**src/rtl/uart_rx_fifo.sv**
```systemverilog
// UART receiver: 2-flop synchroniser, 3-sample majority vote, FWFT receive FIFO, sticky errors.
// Define UART_RX_PARITY_EN to add an even-parity bit after the data bits.
`timescale 1ns/1ps
module uart_rx_fifo #(
  parameter int CLK_HZ     = 100_000_000,
  parameter int BAUD       = 115200,
  parameter int OVERSAMPLE = 16,
  parameter int DATA_BITS  = 8,
  parameter int FIFO_DEPTH = 16
) (
  input  logic                          clk,
  input  logic                          reset,
  input  logic                          rxd,
  output logic [DATA_BITS-1:0]          rx_data,
  output logic                          rx_valid,
  input  logic                          rx_ready,
  output logic [$clog2(FIFO_DEPTH):0]   fifo_count,
  output logic                          frame_err,
  output logic                          overrun,
  output logic                          parity_err,
  input  logic                          err_clr
);

  localparam int DIV   = CLK_HZ / (BAUD * OVERSAMPLE);
  localparam int DIV_W = (DIV > 1) ? $clog2(DIV) : 1;
  localparam int S_W   = $clog2(OVERSAMPLE);
  localparam int B_W   = $clog2(DATA_BITS);
  localparam int AW    = $clog2(FIFO_DEPTH);

  typedef enum logic [2:0] {
    ST_IDLE   = 3'd0,
    ST_START  = 3'd1,
    ST_DATA   = 3'd2,
`ifdef UART_RX_PARITY_EN
    ST_PARITY = 3'd3,
`endif
    ST_STOP   = 3'd4,
    ST_BREAK  = 3'd5
  } state_t;

  logic                 meta_q, sync_q;
  state_t               state_q, state_d;
  logic [DIV_W-1:0]     div_q, div_d;
  logic [S_W-1:0]       s_q, s_d;
  logic [B_W-1:0]       bidx_q, bidx_d;
  logic                 bad_q, bad_d;
  logic                 push_q, push_d;
  logic                 v0_q, v0_d, v1_q, v1_d;
  logic [DATA_BITS-1:0] shreg_q, shreg_d;
  logic [AW-1:0]        wr_ptr_q, wr_ptr_d, rd_ptr_q, rd_ptr_d;
  logic [AW:0]          count_q, count_d;
  logic                 frame_err_q, frame_err_d;
  logic                 overrun_q, overrun_d;
  logic [DATA_BITS-1:0] mem [FIFO_DEPTH];

  logic tick, at_v0, at_v1, at_dec, bit_end, voted;
  logic set_fe, set_ov, pop, push_ok;

  always_comb begin
    tick    = (div_q == DIV_W'(DIV - 1));
    at_v0   = tick && (s_q == S_W'(OVERSAMPLE/2 - 1));
    at_v1   = tick && (s_q == S_W'(OVERSAMPLE/2));
    at_dec  = tick && (s_q == S_W'(OVERSAMPLE/2 + 1));
    bit_end = tick && (s_q == S_W'(OVERSAMPLE - 1));
    voted   = (v0_q & v1_q) | (v0_q & sync_q) | (v1_q & sync_q);
  end

`ifdef UART_RX_PARITY_EN
  logic parity_err_q, parity_err_d, set_pe;
  assign parity_err = parity_err_q;
`else
  assign parity_err = 1'b0;
`endif

  always_comb begin
    state_d = state_q;
    div_d   = tick ? '0 : div_q + 1'b1;
    s_d     = s_q;
    if (tick) s_d = (s_q == S_W'(OVERSAMPLE - 1)) ? '0 : s_q + 1'b1;
    bidx_d  = bidx_q;
    bad_d   = bad_q;
    push_d  = 1'b0;
    v0_d    = at_v0 ? sync_q : v0_q;
    v1_d    = at_v1 ? sync_q : v1_q;
    shreg_d = shreg_q;
    set_fe  = 1'b0;
`ifdef UART_RX_PARITY_EN
    set_pe  = 1'b0;
`endif
    case (state_q)
      ST_IDLE: begin
        // Realign the bit timebase to the detected start edge
        if (!sync_q) begin
          state_d = ST_START;
          div_d   = '0;
          s_d     = '0;
          bidx_d  = '0;
          bad_d   = 1'b0;
        end
      end
      ST_START: begin
        if (at_dec && voted) state_d = ST_IDLE;
        else if (bit_end)    state_d = ST_DATA;
      end
      ST_DATA: begin
        if (at_dec) shreg_d = {voted, shreg_q[DATA_BITS-1:1]};
        if (bit_end) begin
          if (bidx_q == B_W'(DATA_BITS - 1)) begin
`ifdef UART_RX_PARITY_EN
            state_d = ST_PARITY;
`else
            state_d = ST_STOP;
`endif
          end else begin
            bidx_d = bidx_q + 1'b1;
          end
        end
      end
`ifdef UART_RX_PARITY_EN
      ST_PARITY: begin
        if (at_dec && (voted != ^shreg_q)) begin
          set_pe = 1'b1;
          bad_d  = 1'b1;
        end
        if (bit_end) state_d = ST_STOP;
      end
`endif
      ST_STOP: begin
        // Leave at the decision point so a start bit right after the stop bit is caught
        if (at_dec) begin
          if (!voted) begin
            set_fe  = 1'b1;
            state_d = ST_BREAK;
          end else begin
            push_d  = !bad_q;
            state_d = ST_IDLE;
          end
        end
      end
      ST_BREAK: begin
        if (sync_q) state_d = ST_IDLE;
      end
      default: state_d = ST_IDLE;
    endcase
  end

  always_comb begin
    pop      = rx_valid & rx_ready;
    push_ok  = push_q & ((count_q != (AW+1)'(FIFO_DEPTH)) | pop);
    set_ov   = push_q & ~push_ok;
    wr_ptr_d = push_ok ? wr_ptr_q + 1'b1 : wr_ptr_q;
    rd_ptr_d = pop ? rd_ptr_q + 1'b1 : rd_ptr_q;
    case ({push_ok, pop})
      2'b10:   count_d = count_q + 1'b1;
      2'b01:   count_d = count_q - 1'b1;
      default: count_d = count_q;
    endcase
    frame_err_d = set_fe | (frame_err_q & ~err_clr);
    overrun_d   = set_ov | (overrun_q & ~err_clr);
`ifdef UART_RX_PARITY_EN
    parity_err_d = set_pe | (parity_err_q & ~err_clr);
`endif
  end

  always_ff @(posedge clk or negedge reset) begin
    if (!reset) begin
      meta_q      <= 1'b1;
      sync_q      <= 1'b1;
      state_q     <= ST_IDLE;
      div_q       <= '0;
      s_q         <= '0;
      bidx_q      <= '0;
      bad_q       <= 1'b0;
      push_q      <= 1'b0;
      wr_ptr_q    <= '0;
      rd_ptr_q    <= '0;
      count_q     <= '0;
      frame_err_q <= 1'b0;
      overrun_q   <= 1'b0;
`ifdef UART_RX_PARITY_EN
      parity_err_q <= 1'b0;
`endif
    end else begin
      meta_q      <= rxd;
      sync_q      <= meta_q;
      state_q     <= state_d;
      div_q       <= div_d;
      s_q         <= s_d;
      bidx_q      <= bidx_d;
      bad_q       <= bad_d;
      push_q      <= push_d;
      wr_ptr_q    <= wr_ptr_d;
      rd_ptr_q    <= rd_ptr_d;
      count_q     <= count_d;
      frame_err_q <= frame_err_d;
      overrun_q   <= overrun_d;
`ifdef UART_RX_PARITY_EN
      parity_err_q <= parity_err_d;
`endif
    end
  end

  always_ff @(posedge clk) begin
    v0_q    <= v0_d;
    v1_q    <= v1_d;
    shreg_q <= shreg_d;
    if (push_ok) mem[wr_ptr_q] <= shreg_q;
  end

  assign rx_valid   = (count_q != '0);
  assign rx_data    = rx_valid ? mem[rd_ptr_q] : '0;
  assign fifo_count = count_q;
  assign frame_err  = frame_err_q;
  assign overrun    = overrun_q;

endmodule
```
**config.mk**
```make
export PLATFORM = sky130hd
export DESIGN_NAME = uart_rx_fifo
export DESIGN_NICKNAME = d
export VERILOG_FILES = /design/src/rtl/uart_rx_fifo.sv
export SDC_FILE = /design/constraint.sdc
export NUM_CORES = 1
export LEC_CHECK = 0
export CAP_MARGIN = 20
export CORE_ASPECT_RATIO = 0.8
export CORE_UTILIZATION = 45
export DETAILED_ROUTE_END_ITERATION = 10
export DONT_BUFFER_PORTS = 1
export GPL_TIMING_DRIVEN = 0
export PLACE_DENSITY_LB_ADDON = 0.3
export SYNTH_ARGS = -nofsm -noshare
export SYNTH_HDL_FRONTEND = slang
export SYNTH_SLANG_ARGS = --single-unit
```
**constraint.sdc**
```tcl
create_clock -name clk -period 2.8 [get_ports clk]
set_input_delay 0.28 -clock clk [delete_from_list [all_inputs] [get_ports clk]]
set_output_delay 0.28 -clock clk [all_outputs]
set_load 0.01 [all_outputs]
```
==> results.txt <==
----------------------------------------------------
[Status]
  Outcome ... finished, final reports clean

[Die]
  Core region area ... 15300 um^2
  Top-level port count ... 22
  Initial standard-cell utilization of the core ... 46.9%
  Std cell rows ... 40
  Die Y-Extent ... 115 um
  Width of the die ... 143 um
  Total die area ... 16400 um^2

[Timing]
  Final Slew Violations ... 0
  Post-route fraction of the period consumed by the critical path ... 97.7%
  Worst rel slew slack ... 37.1%
  Setup tns final ... 0 ps
  Worst-Margin Slew ... 939 ps
  Final worst-path setup slack ... 63.9 ps
  Setup violators final ... 0
  Setup repair after global routing missed its margin ... true
  Endpoints failing hold ... 0
  Final critical delay including setup and external delays ... 2740 ps
  Layout Skew ... 6.72 ps
  Max frequency ... 0.365 GHz

[Synth]
  Fraction of registers with async set or reset after synthesis ... 19.8%
  Number of flops mapped to enable cells by yosys ... 138
  Number of warnings reported in the yosys synthesis log ... 0
  Main flop type after synthesis ... sky130_fd_sc_hd__edfxtp_1
  Count of unique library cells instantiated by Yosys ... 53
  Fraction of the yosys area taken by sequential cells ... 69.8%
  Flip-flop and latch count after synthesis ... 172
  Number of cells produced by synthesis ... 419
  Cell area after synthesis ... 7160 um^2
  Average instance area after synthesis ... 17.1 um^2
  Nets in the synthesized netlist ... 440

[Worst setup path]
  Crit path capture type ... flip-flop
  Crit path launch ... fifo_count[1]
  Data required time at the worst endpoint ... 3140 ps
  CP Class ... flip-flop to flip-flop
  Kind of start point of the critical path ... flip-flop
  Reg2Reg Launch Point ... fifo_count[1]
  Highest net fanout along the worst path ... 5
  Worst Path Arrival ... 3070 ps

[Route]
  Avg Vias per Cell ... 5.56
  Number of nets with antenna violations after detailed routing ... 0
  First drt pass iteration count ... 6
  First-iteration detailed-routing DRC count ... 398
  Detailed Route WL ... 13.5 mm
  Total number of vias ... 3717
  Remaining routing DRC violations ... 0
  Average detailed-routed wire length per instance ... 20.1 um

[Layout]
  Number of nets in the final layout ... 466
  Proportion of layout cells with a drive suffix above 1 ... 21.0%
  Growth of design area from synthesis to finish ... 14.0%
  Total inserted antenna cells ... 0
  Final instance area ... 8170 um^2
  # fillers ... 1186
  Finished Core Util ... 53.5%

[Placement]
  Placement-stage worst setup slack ... -168 ps
  Placement Cell Area ... 7460 um^2
  Count of input and output buffers ... 0
  Detailed-placement wirelength estimate ... 8.71 mm
  Routability Congestion ... 0.814

[Job]
  Maxcap violations ... 0

[CTS]
  Clock transition at the register clock pins on the worst setup and hold paths after CTS ... 60 ps
  Root Buffer Master ... sky130_fd_sc_hd__clkbuf_16
  Clock sink count ... 172
  Clock tree from TritonCTS ... done
  Clock Tree Buf Depth ... 2
  Total clock buffers created by CTS ... 17
  Worst-Skew Late Latency ... 420 ps
  H-tree depth ... 4

[Pwr]
  Net Sw Power ... 1.93 mW
  Sequential share of power ... 42.3%
  Part of the power in combinational logic ... 22.7%
  Clock power share ... 35.0%
  Maximum resistive drop on vdd ... 0.434 mV
  Leakage Power ... 2.80 nW
  Sw frac ... 27.5%
  Final Power ... 7.00 mW
  PwrDens ... 856 nW/um^2
  P_int ... 5.07 mW

[Global routing]
  Initial antenna violation count ... 0
  Overflow after GRT ... 0
  Wire length of the first global-routing pass ... 21.1 mm
  Global Route Usage Sum ... 18.3%
  Largest net degree at the start of global routing ... 35
  Via count of the first global-routing pass ... 3712

[Min path]
  Worst hold path type ... input port to flip-flop
  Min-Delay Startpoint ... rx_ready

----------------------------------------------------
-- final cells by class --
cell class	count	area (um^2)	area share (%)
repair buffers	10	92.6	1.13
multi-input cells	216	2060	25.2
flip-flops and latches	172	5000	61.2
inverters	11	41.3	0.505
plain buffers	17	95.1	1.16
clock buffers	18	429	5.25
well taps	210	263	3.22
clock inverters	14	194	2.37
-- sequential cells by signal, indices dropped and copies added, names as in the netlist, 3 cells and up --
register	count
bidx_q	3
div_q	6
fifo_count	5
mem	128
rd_ptr_q	4
s_q	4
shreg_q	8
state_q	3
wr_ptr_q	4
-- path summary, 6_finish.rpt --
check	endpoint	cells past startpoint	slack, ps
setup / recovery	fifo_count[4]	9	60
hold / removal	rd_ptr_q[2]	2	20
setup reg to reg	fifo_count[4]	9	60
hold reg to reg	sync_q	0	360
max in group asynchronous	sync_q	2	2250
min in group asynchronous	s_q[3]	2	310
-- worst max-delay path, stage by stage (launching register included) --
cell	delay (ps)
sky130_fd_sc_hd__dfrtp_2	460
sky130_fd_sc_hd__or4_1	530
sky130_fd_sc_hd__buf_4	170
sky130_fd_sc_hd__o21ai_4	150
sky130_fd_sc_hd__nor2_2	90
sky130_fd_sc_hd__fa_2	360
sky130_fd_sc_hd__a21o_1	170
sky130_fd_sc_hd__a21o_1	200
sky130_fd_sc_hd__or4_1	400
sky130_fd_sc_hd__o2111ai_1	110
-- layer usage --
metal	vias to the layer above	global-route usage, %	part of all wire, %
li1	1695	-	-
met1	1886	25.4	43
met2	125	28.0	48
met3	11	5.79	8.3
met4	0	5.09	0.87
met5	-	0	0
-- logic make-up (layout without fill, tap and decap cells) --
| logic type | count (synthesis) | after routing | share of synthesized area, % |
|---|---|---|---|
| DFF | 172 | 172 | 69.8 |
| other | 1 | 1 | 0.0523 |
| adders and majority gates | 17 | 17 | 3.04 |
| xor gates and xnor gates | 14 | 14 | 1.71 |
| muxes | 56 | 56 | 13.5 |
| AOI/OAI and AO/OA | 39 | 39 | 3.86 |
| and+or+nand+nor | 89 | 89 | 6.29 |
| buffers and inverters | 31 | 70 | 1.76 |
-- metrics by stage --
stage	hold WS [ps]	instances
after floorplan	-15.6	419
after global placement	-14.3	629
after detailed placement	-14.0	633
after CTS	0.255	669
after global routing	7.45	668
final	18.2	668
-- placed cells by master, fill, tap and decap left out, types with 5 or more instances in the layout --
cell,n
sky130_fd_sc_hd__edfxtp_1,138
sky130_fd_sc_hd__mux4_2,32
sky130_fd_sc_hd__dfrtp_1,30
sky130_fd_sc_hd__nor2_1,28
sky130_fd_sc_hd__mux2i_1,17
sky130_fd_sc_hd__nand2_1,17
sky130_fd_sc_hd__clkbuf_16,17
sky130_fd_sc_hd__ha_1,15
sky130_fd_sc_hd__inv_1,11
sky130_fd_sc_hd__o22ai_1,10
sky130_fd_sc_hd__buf_4,9
sky130_fd_sc_hd__nand3_1,9
sky130_fd_sc_hd__xnor2_1,8
sky130_fd_sc_hd__clkbuf_1,7
sky130_fd_sc_hd__nand2b_1,6
sky130_fd_sc_hd__xor2_1,6
sky130_fd_sc_hd__a21oi_1,6
sky130_fd_sc_hd__nor3b_1,5
-- synth_stat cells (2+ instances only) --
master                       n  share of area, %
sky130_fd_sc_hd__edfxtp_1  138                58
sky130_fd_sc_hd__dfrtp_1    32                11
sky130_fd_sc_hd__mux4_2     32                10
sky130_fd_sc_hd__nor2_1     29               1.5
sky130_fd_sc_hd__mux2i_1    17               2.4
sky130_fd_sc_hd__nand2_1    17              0.89
sky130_fd_sc_hd__ha_1       15               2.6
sky130_fd_sc_hd__clkbuf_1   12              0.63
sky130_fd_sc_hd__inv_1      11              0.58
sky130_fd_sc_hd__o22ai_1    10              0.87
sky130_fd_sc_hd__nand3_1     9              0.63
sky130_fd_sc_hd__xnor2_1     8              0.98
sky130_fd_sc_hd__a21oi_1     6              0.42
sky130_fd_sc_hd__nand2b_1    6              0.52
sky130_fd_sc_hd__nor3_1      6              0.42
sky130_fd_sc_hd__xor2_1      6              0.73
sky130_fd_sc_hd__buf_2       5              0.35
sky130_fd_sc_hd__nor3b_1     5              0.52
sky130_fd_sc_hd__a21o_1      4              0.42
sky130_fd_sc_hd__mux2_2      4              0.63
sky130_fd_sc_hd__o21ai_0     4              0.28
sky130_fd_sc_hd__and4b_1     3              0.42
sky130_fd_sc_hd__mux2_1      3              0.47
sky130_fd_sc_hd__a21boi_0    2              0.21
sky130_fd_sc_hd__and2_1      2              0.17
sky130_fd_sc_hd__buf_1       2              0.10
sky130_fd_sc_hd__dfstp_2     2              0.73
sky130_fd_sc_hd__nand4_1     2              0.17
sky130_fd_sc_hd__nor4_1      2              0.17
sky130_fd_sc_hd__or4_1       2              0.21
-- timing repair --
| action | CTS | global route |
|---|---|---|
| pin swaps | 1 | 0 |
| endpoints found under the setup margin | 13 | 17 |
| hold buffers | 4 | 0 |
| setup buffers | 1 | 0 |
| resized for setup | 9 | 7 |
| endpoints found under the hold margin | 37 | 0 |
-- power groups by stage --
| stage | combinational [mW] | clock [mW] | sequential [mW] |
|---|---|---|---|
| detailed placement | 1.64 | 0 | 2.95 |
| global route | 1.74 | 2.61 | 2.98 |
| CTS | 1.68 | 2.50 | 2.90 |
| global placement | 1.60 | 0 | 2.95 |
| finish | 1.59 | 2.45 | 2.96 |
| floorplan | 1.26 | 0 | 2.93 |
Power figures use the tool's default switching activity.
